<file path="src/rtl/riscv_fetch_queue_pkg.sv">
// Shared types for the instruction-fetch front end: the queue entry layout
// and the NOP substituted for faulting fetches.
package riscv_fetch_pkg;

  localparam logic [31:0] RV_NOP = 32'h0000_0013;

  typedef struct packed {
    logic [31:0] inst;
    logic [31:0] pc;
    logic        fault;
  } fetch_entry_t;

endpackage

</file>
<file path="src/rtl/riscv_fetch_queue_if.sv">
// Fetch-to-decode port bundle: redirect request in, instruction stream out.
// Handshake: an entry transfers on a rising edge where inst_valid_o && inst_ready_i;
// while inst_valid_o=1 and inst_ready_i=0 the head outputs hold steady.
interface riscv_fetch_queue_if #(
  parameter int Q_DEPTH = 4
);
  localparam int CW = $clog2(Q_DEPTH) + 1;

  logic          redirect_i;
  logic [31:0]   redirect_pc_i;
  logic          inst_ready_i;
  logic          inst_valid_o;
  logic [31:0]   inst_o;
  logic [31:0]   inst_pc_o;
  logic [31:0]   inst_pc4_o;
  logic          fault_o;
  logic [CW-1:0] count_o;

  // master: the fetch queue; slave: decode
  modport master (
    input  redirect_i, redirect_pc_i, inst_ready_i,
    output inst_valid_o, inst_o, inst_pc_o, inst_pc4_o, fault_o, count_o
  );

  modport slave (
    output redirect_i, redirect_pc_i, inst_ready_i,
    input  inst_valid_o, inst_o, inst_pc_o, inst_pc4_o, fault_o, count_o
  );
endinterface

</file>
<file path="src/rtl/riscv_fetch_queue_fifo.sv">
// Circular buffer of fetch entries with flush. Storage is cleared on reset so
// the head reads as zero (never X) before the first push.
module fetch_fifo
  import riscv_fetch_pkg::*;
#(
  parameter  int DEPTH = 4,
  localparam int AW    = $clog2(DEPTH),
  localparam int CW    = AW + 1
) (
  input  logic          clk,
  input  logic          rst,
  input  logic          push,
  input  logic          pop,
  input  logic          flush,
  input  fetch_entry_t  din,
  output fetch_entry_t  dout,
  output logic [CW-1:0] count
);

  fetch_entry_t   mem [DEPTH];
  logic [AW-1:0]  wr_ptr;
  logic [AW-1:0]  rd_ptr;

  assign dout = mem[rd_ptr];

  // When full with a pop, wr_ptr == rd_ptr: the popped slot is rewritten as the new tail.
  always_ff @(posedge clk or posedge rst) begin
    if (rst) begin
      for (int i = 0; i < DEPTH; i++) mem[i] <= '0;
      wr_ptr <= '0;
      rd_ptr <= '0;
      count  <= '0;
    end else if (flush) begin
      wr_ptr <= '0;
      rd_ptr <= '0;
      count  <= '0;
    end else begin
      if (push) begin
        mem[wr_ptr] <= din;
        wr_ptr      <= wr_ptr + 1'b1;
      end
      if (pop) rd_ptr <= rd_ptr + 1'b1;
      count <= count + CW'(push) - CW'(pop);
    end
  end

endmodule

</file>
<file path="src/rtl/riscv_fetch_queue.sv">
// Fetch front end: PC generator and instruction-table reader feeding a prefetch
// queue. Out-of-range or misaligned fetches become a single fault entry and halt fetch.
module riscv_fetch_queue
  import riscv_fetch_pkg::*;
#(
  parameter int          N_INST   = 21,
  parameter int          Q_DEPTH  = 4,
  parameter logic [31:0] RESET_PC = 32'h0000_0000
) (
  input  logic        clk,
  input  logic        rst,
  input  logic [31:0] tab_inst [N_INST],
  riscv_fetch_queue_if.master bus
);

  localparam int CW = $clog2(Q_DEPTH) + 1;
  localparam int IW = (N_INST > 1) ? $clog2(N_INST) : 1;

  logic [31:0]   fpc;
  logic          halted;
  logic [29:0]   idx;
  logic          bad;
  logic [31:0]   rd_inst;
  logic          push;
  logic          pop;
  logic          valid;
  logic [CW-1:0] count;
  fetch_entry_t  din;
  fetch_entry_t  dout;

  assign idx = fpc[31:2];
  assign bad = (fpc[1:0] != 2'b00) || ({2'b00, idx} >= 32'(N_INST));

  // Index only in range so the table is never read past its end.
  always_comb begin
    rd_inst = RV_NOP;
    if (!bad) rd_inst = tab_inst[idx[IW-1:0]];
  end

  assign din   = '{inst: rd_inst, pc: fpc, fault: bad};
  assign valid = (count != '0) && !bus.redirect_i;
  assign pop   = valid && bus.inst_ready_i;
  assign push  = !halted && ((count < CW'(Q_DEPTH)) || pop) && !bus.redirect_i;

  always_ff @(posedge clk or posedge rst) begin
    if (rst) begin
      fpc    <= RESET_PC;
      halted <= 1'b0;
    end else if (bus.redirect_i) begin
      fpc    <= bus.redirect_pc_i;
      halted <= 1'b0;
    end else if (push) begin
      fpc <= fpc + 32'd4;
      if (bad) halted <= 1'b1;
    end
  end

  fetch_fifo #(.DEPTH(Q_DEPTH)) u_fifo (
    .clk   (clk),
    .rst   (rst),
    .push  (push),
    .pop   (pop),
    .flush (bus.redirect_i),
    .din   (din),
    .dout  (dout),
    .count (count)
  );

  assign bus.inst_valid_o = valid;
  assign bus.inst_o       = dout.inst;
  assign bus.inst_pc_o    = dout.pc;
  assign bus.inst_pc4_o   = dout.pc + 32'd4;
  assign bus.fault_o      = dout.fault;
  assign bus.count_o      = count;

endmodule

</file>
<file path="src/flat_wrapper.sv">
// flat-port wrapper written by rule: the top's interface ports become plain ports
module riscv_fetch_queue_flat import riscv_fetch_pkg::*;
#(
  parameter int          N_INST   = 21,
  parameter int          Q_DEPTH  = 4,
  parameter logic [31:0] RESET_PC = 32'h0000_0000
)
  (clk, rst, tab_inst, bus_redirect_i, bus_redirect_pc_i, bus_inst_ready_i, bus_inst_valid_o, bus_inst_o, bus_inst_pc_o, bus_inst_pc4_o, bus_fault_o, bus_count_o);
  riscv_fetch_queue_if #(.Q_DEPTH(Q_DEPTH)) bus_i ();
  input  logic clk;
  input  logic rst;
  input  logic [31:0] tab_inst[N_INST];
  input wire logic [$bits(bus_i.redirect_i)-1:0] bus_redirect_i;
  input wire logic [$bits(bus_i.redirect_pc_i)-1:0] bus_redirect_pc_i;
  input wire logic [$bits(bus_i.inst_ready_i)-1:0] bus_inst_ready_i;
  output wire logic [$bits(bus_i.inst_valid_o)-1:0] bus_inst_valid_o;
  output wire logic [$bits(bus_i.inst_o)-1:0] bus_inst_o;
  output wire logic [$bits(bus_i.inst_pc_o)-1:0] bus_inst_pc_o;
  output wire logic [$bits(bus_i.inst_pc4_o)-1:0] bus_inst_pc4_o;
  output wire logic [$bits(bus_i.fault_o)-1:0] bus_fault_o;
  output wire logic [$bits(bus_i.count_o)-1:0] bus_count_o;
  assign bus_i.redirect_i = bus_redirect_i;
  assign bus_i.redirect_pc_i = bus_redirect_pc_i;
  assign bus_i.inst_ready_i = bus_inst_ready_i;
  assign bus_inst_valid_o = bus_i.inst_valid_o;
  assign bus_inst_o = bus_i.inst_o;
  assign bus_inst_pc_o = bus_i.inst_pc_o;
  assign bus_inst_pc4_o = bus_i.inst_pc4_o;
  assign bus_fault_o = bus_i.fault_o;
  assign bus_count_o = bus_i.count_o;
  riscv_fetch_queue #(.N_INST(N_INST), .Q_DEPTH(Q_DEPTH), .RESET_PC(RESET_PC)) u_core (.clk(clk), .rst(rst), .tab_inst(tab_inst), .bus(bus_i));
endmodule
</file>
<file path="config.mk">
export PLATFORM = sky130hd
export DESIGN_NAME = riscv_fetch_queue_flat
export DESIGN_NICKNAME = d
export VERILOG_FILES = /design/src/rtl/riscv_fetch_queue_pkg.sv /design/src/rtl/riscv_fetch_queue_if.sv /design/src/rtl/riscv_fetch_queue_fifo.sv /design/src/rtl/riscv_fetch_queue.sv /design/src/flat_wrapper.sv
export SDC_FILE = /design/constraint.sdc
export NUM_CORES = 1
export LEC_CHECK = 0
export BUFFER_PORTS_ARGS = -buffer_cell sky130_fd_sc_hd__buf_2
export CORE_AREA = 8 8 310 312
export CTS_BUF_LIST = sky130_fd_sc_hd__clkbuf_8
export DETAILED_ROUTE_END_ITERATION = 7
export DIE_AREA = 0 0 318 320
export GPL_ROUTABILITY_DRIVEN = 0
export PLACE_DENSITY = 0.48
export SYNTH_ARGS = -nofsm -noshare
export SYNTH_HDL_FRONTEND = slang
export SYNTH_SLANG_ARGS = --single-unit
</file>
<file path="constraint.sdc">
create_clock -name clk -period 8.77 [get_ports clk]
set_input_delay 0.877 -clock clk [delete_from_list [all_inputs] [get_ports clk]]
set_output_delay 0.877 -clock clk [all_outputs]
set_load 0.01 [all_outputs]
</file>
==> run_results.csv <==
group,metric,value,unit
outcome,status,"completed",
logic_synthesis,syn_nets,2307,
worst_hold_path,hold-path-cell-count,3,
setup_path,reg2reg_to,"u_core.u_fifo.mem[34]",
grt,grt_overflow,0,
timing,setup_tns,0,ns
grt,grt_max_degree,176,
floorplanning,die_area,102000,um2
layout,regArea,7530,um2
timing,maxSlewHeadroom,22.6,%
clocking,cts_tree,"done",
logic_synthesis,synth-main-ff-cell,"dfrtp_1",
timing,setup_viol,0,
floorplanning,fp.coreArea,91000,um2
place,dpl.cell_count,3456,
place,portBuffers,808,
setup_path,worst-setup-path-type,"reg -> out",
timing,hold_violations,0,
setup_path,cp-endpoint,"bus_inst_pc4_o[14]",
route,wire_per_inst,31.4,um
setup_path,rr_worst_depth,6,
timing,min_period,5.33,ns
clocking,clk_path_buf_depth,3,
timing,rsz0062_at_grt,"false",
route,drtIter0Drc,1706,
logic_synthesis,syn_area_per_cell,12.3,um2
timing,period_share,60.8,%
timing,finClkSkew,0.0294,ns
floorplanning,die_x,318,um
setup_path,end_kind,"output port",
clocking,cts_buffers,54,
timing,hold_ws,0.454,ns
setup_path,rrSetupSlack,4.90,ns
layout,syn_to_final_growth,31.7,%
clocking,ctsHoldBuffers,0,
grt,grt_usage,21.3,%
setup_path,start_kind,"flip-flop",
clocking,cts_root_buf,"clkbuf_8",
layout,instances_no_fill,3589,
place,hpwlAfterDp,93200,um
clocking,worstSkewPairLatency,0.64,ns
clocking,cts_sinks,300,
layout,fill_cells,9619,
route,drtAntennaViolNets,0,
place,placed_area,24700,um2
logic_synthesis,synth_most_common_cell,"dfrtp_1",
logic_synthesis,syn-cell-area,19600,um2
floorplanning,rows,111,
timing,worstMarginPinSlew,1.15,ns
logic_synthesis,synth.largest_area_cell,"dfrtp_1",
logic_synthesis,ys_top_cells_by_area,"dfrtp_1, mux4_2, mux2_2, mux2i_1, nand2_1",
logic_synthesis,synthTopCellsByCount,"dfrtp_1, nand2_1, mux4_2",
timing,fmax,0.188,GHz
logic_synthesis,synth-edff-count,0,
logic_synthesis,yosysUniqueCellTypes,59,
pwr,p_leak,11.6,nW
route,via_count,17615,
setup_path,startpoint,"u_core.u_fifo.rd_ptr[0]",
layout,drive_above_1_share,54.6,%
pwr,powerDensity,222,nW/um2
setup_path,cpPeakStageDelay,0.91,ns
logic_synthesis,yosysSeqAreaShare,38.3,%
route,drc,0,
timing,slew_violations,0,
logic_synthesis,async_reset_ff_share,100,%
route,drt_pass1_iterations,5,
logic_synthesis,synth_top_area_share,38.3,%
grt,antenna_found_initial,99,
setup_path,required,7.89,ns
setup_path,crit_chain,"buf_4 -> mux4_2 -> ha_1 -> nand4_1 -> nor3_2 -> nand2_1 -> xnor2_1 -> buf_2",
setup_path,crit_arrival,4.45,ns
logic_synthesis,ys_warn_count,0,
setup_path,r2r_start,"u_core.fpc[2]",
clocking,h-tree-depth,2,
layout,stdcell_area,25800,um2
job,max_cap_viol_count,0,
route,wl,113000,um
clocking,cts-resized-gates,0,
floorplanning,fp.dieH,320,um
layout,nets,3045,
floorplanning,initial_core_util,21.6,%
clocking,path_clk_slew,0.06,ns
logic_synthesis,synth-seq-cells,300,
setup_path,path_max_fanout,34,
setup_path,slowest_stage,"dfrtp_4",
worst_hold_path,hold_start,"bus_redirect_pc_i[20]",
pwr,peakVddDrop,121,uV
clocking,post_cts_buffers,0,
worst_hold_path,hp-class,"in -> reg",
route,viasPerCell,4.91,
logic_synthesis,netlist_instances,1588,
grt,grt_pass1_wl,153000,um
layout,multi_input_area,11300,um2
floorplanning,pin_count,809,
grt,grt_pass1_vias,18376,
==> routing by layer <==
| layer | track usage (%) | routed length (um) | vias up | share of wire, % |
|---|---|---|---|---|
| met5 | 0 | 180 | - | 0.16 |
| met4 | 5.26 | 2960 | 30 | 2.6 |
| met3 | 8.31 | 14300 | 149 | 13 |
| met2 | 31.3 | 48200 | 957 | 43 |
| met1 | 29.1 | 47100 | 8907 | 42 |
| li1 | - | - | 7572 | - |
==> sequential cells by signal, summed over array words and instances (netlist names) <==
| register | flops |
|---|---|
| u_core.u_fifo.wr_ptr | 2 |
| u_core.u_fifo.count | 3 |
| u_core.u_fifo.rd_ptr | 2 |
| u_core.halted | 1 |
| u_core.u_fifo.mem | 260 |
| u_core.fpc | 32 |
==> report_power, final <==
group	leakage [nW]	internal, mW	switching, mW
clock network	0.616	0.694	0.610
registers	3.91	1.70	0.279
logic	7.08	1.17	1.28
==> worst max-delay path, delay by kind of cell (launching register included) <==
kind | cells | cell delay, ns
and+or+nand+nor | 3 | 1.11
buffers and inverters | 2 | 0.92
DFF | 1 | 0.91
muxes | 1 | 0.41
adders and majority gates | 1 | 0.23
xor gates and xnor gates | 1 | 0.22
==> through the flow <==
step	utilization, %	power [mW]	worst slack (ns)
finish	28.4	5.74	3.44
CTS	28.3	5.84	3.12
global route	28.3	6.09	3.05
floorplan	-	3.54	3.91
global placement	27.1	4.49	3.93
detailed placement	27.1	4.51	3.86
==> cells in the final DEF (no fill, tap or decap), drive strengths merged, types with 10 or more instances in the layout <==
cell,synthesis,final
buf,74,832
dfrtp,300,300
nand2,228,228
mux4,225,225
o21ai,168,168
mux2,94,94
mux2i,89,89
clkbuf,76,68
nor2,52,52
diode,0,38
inv,19,35
xor2,30,30
nand3,29,29
xnor2,27,27
o211ai,23,23
a221o,22,22
nand4,18,18
a21oi,16,16
a22oi,10,10
ha,10,10
==> kinds of logic (layout without fill, tap and decap cells) <==
| logic type | after synthesis | count (layout) | synth area share, % |
|---|---|---|---|
| multiplexers | 408 | 408 | 35.8 |
| AND/OR/NAND/NOR | 376 | 376 | 8.63 |
| flip-flops | 300 | 300 | 38.3 |
| AO/OA/AOI/OAI | 267 | 267 | 9.89 |
| buffers and inverters | 169 | 946 | 4.12 |
| XOR/XNOR | 57 | 57 | 2.55 |
| adder cells (fa/ha/maj) | 11 | 11 | 0.740 |
| other | 0 | 38 | 0 |
==> how the worst min path moves through the flow <==
| stage | endpoint | slack (ns) |
|---|---|---|
| final | u_core.fpc[20] | 0.45 |
| after global placement | u_core.u_fifo.mem[97] | 0.46 |
| after detailed placement | u_core.u_fifo.mem[97] | 0.46 |
| after CTS | u_core.fpc[20] | 0.39 |
| after global routing | u_core.fpc[20] | 0.42 |
| after floorplan | u_core.u_fifo.mem[66] | 0.44 |
==> layout make-up <==
| type | count | area share, % |
|---|---|---|
| clock buffer | 68 | 3.62 |
| clock inverter | 27 | 0.480 |
| inverter | 19 | 0.300 |
| antenna | 38 | 0.368 |
| multi-input combinational | 1119 | 43.9 |
| sequential | 300 | 29.2 |
| timing repair buffer | 832 | 16.5 |
| tap | 1186 | 5.74 |
(Power assumes the default switching activity.)
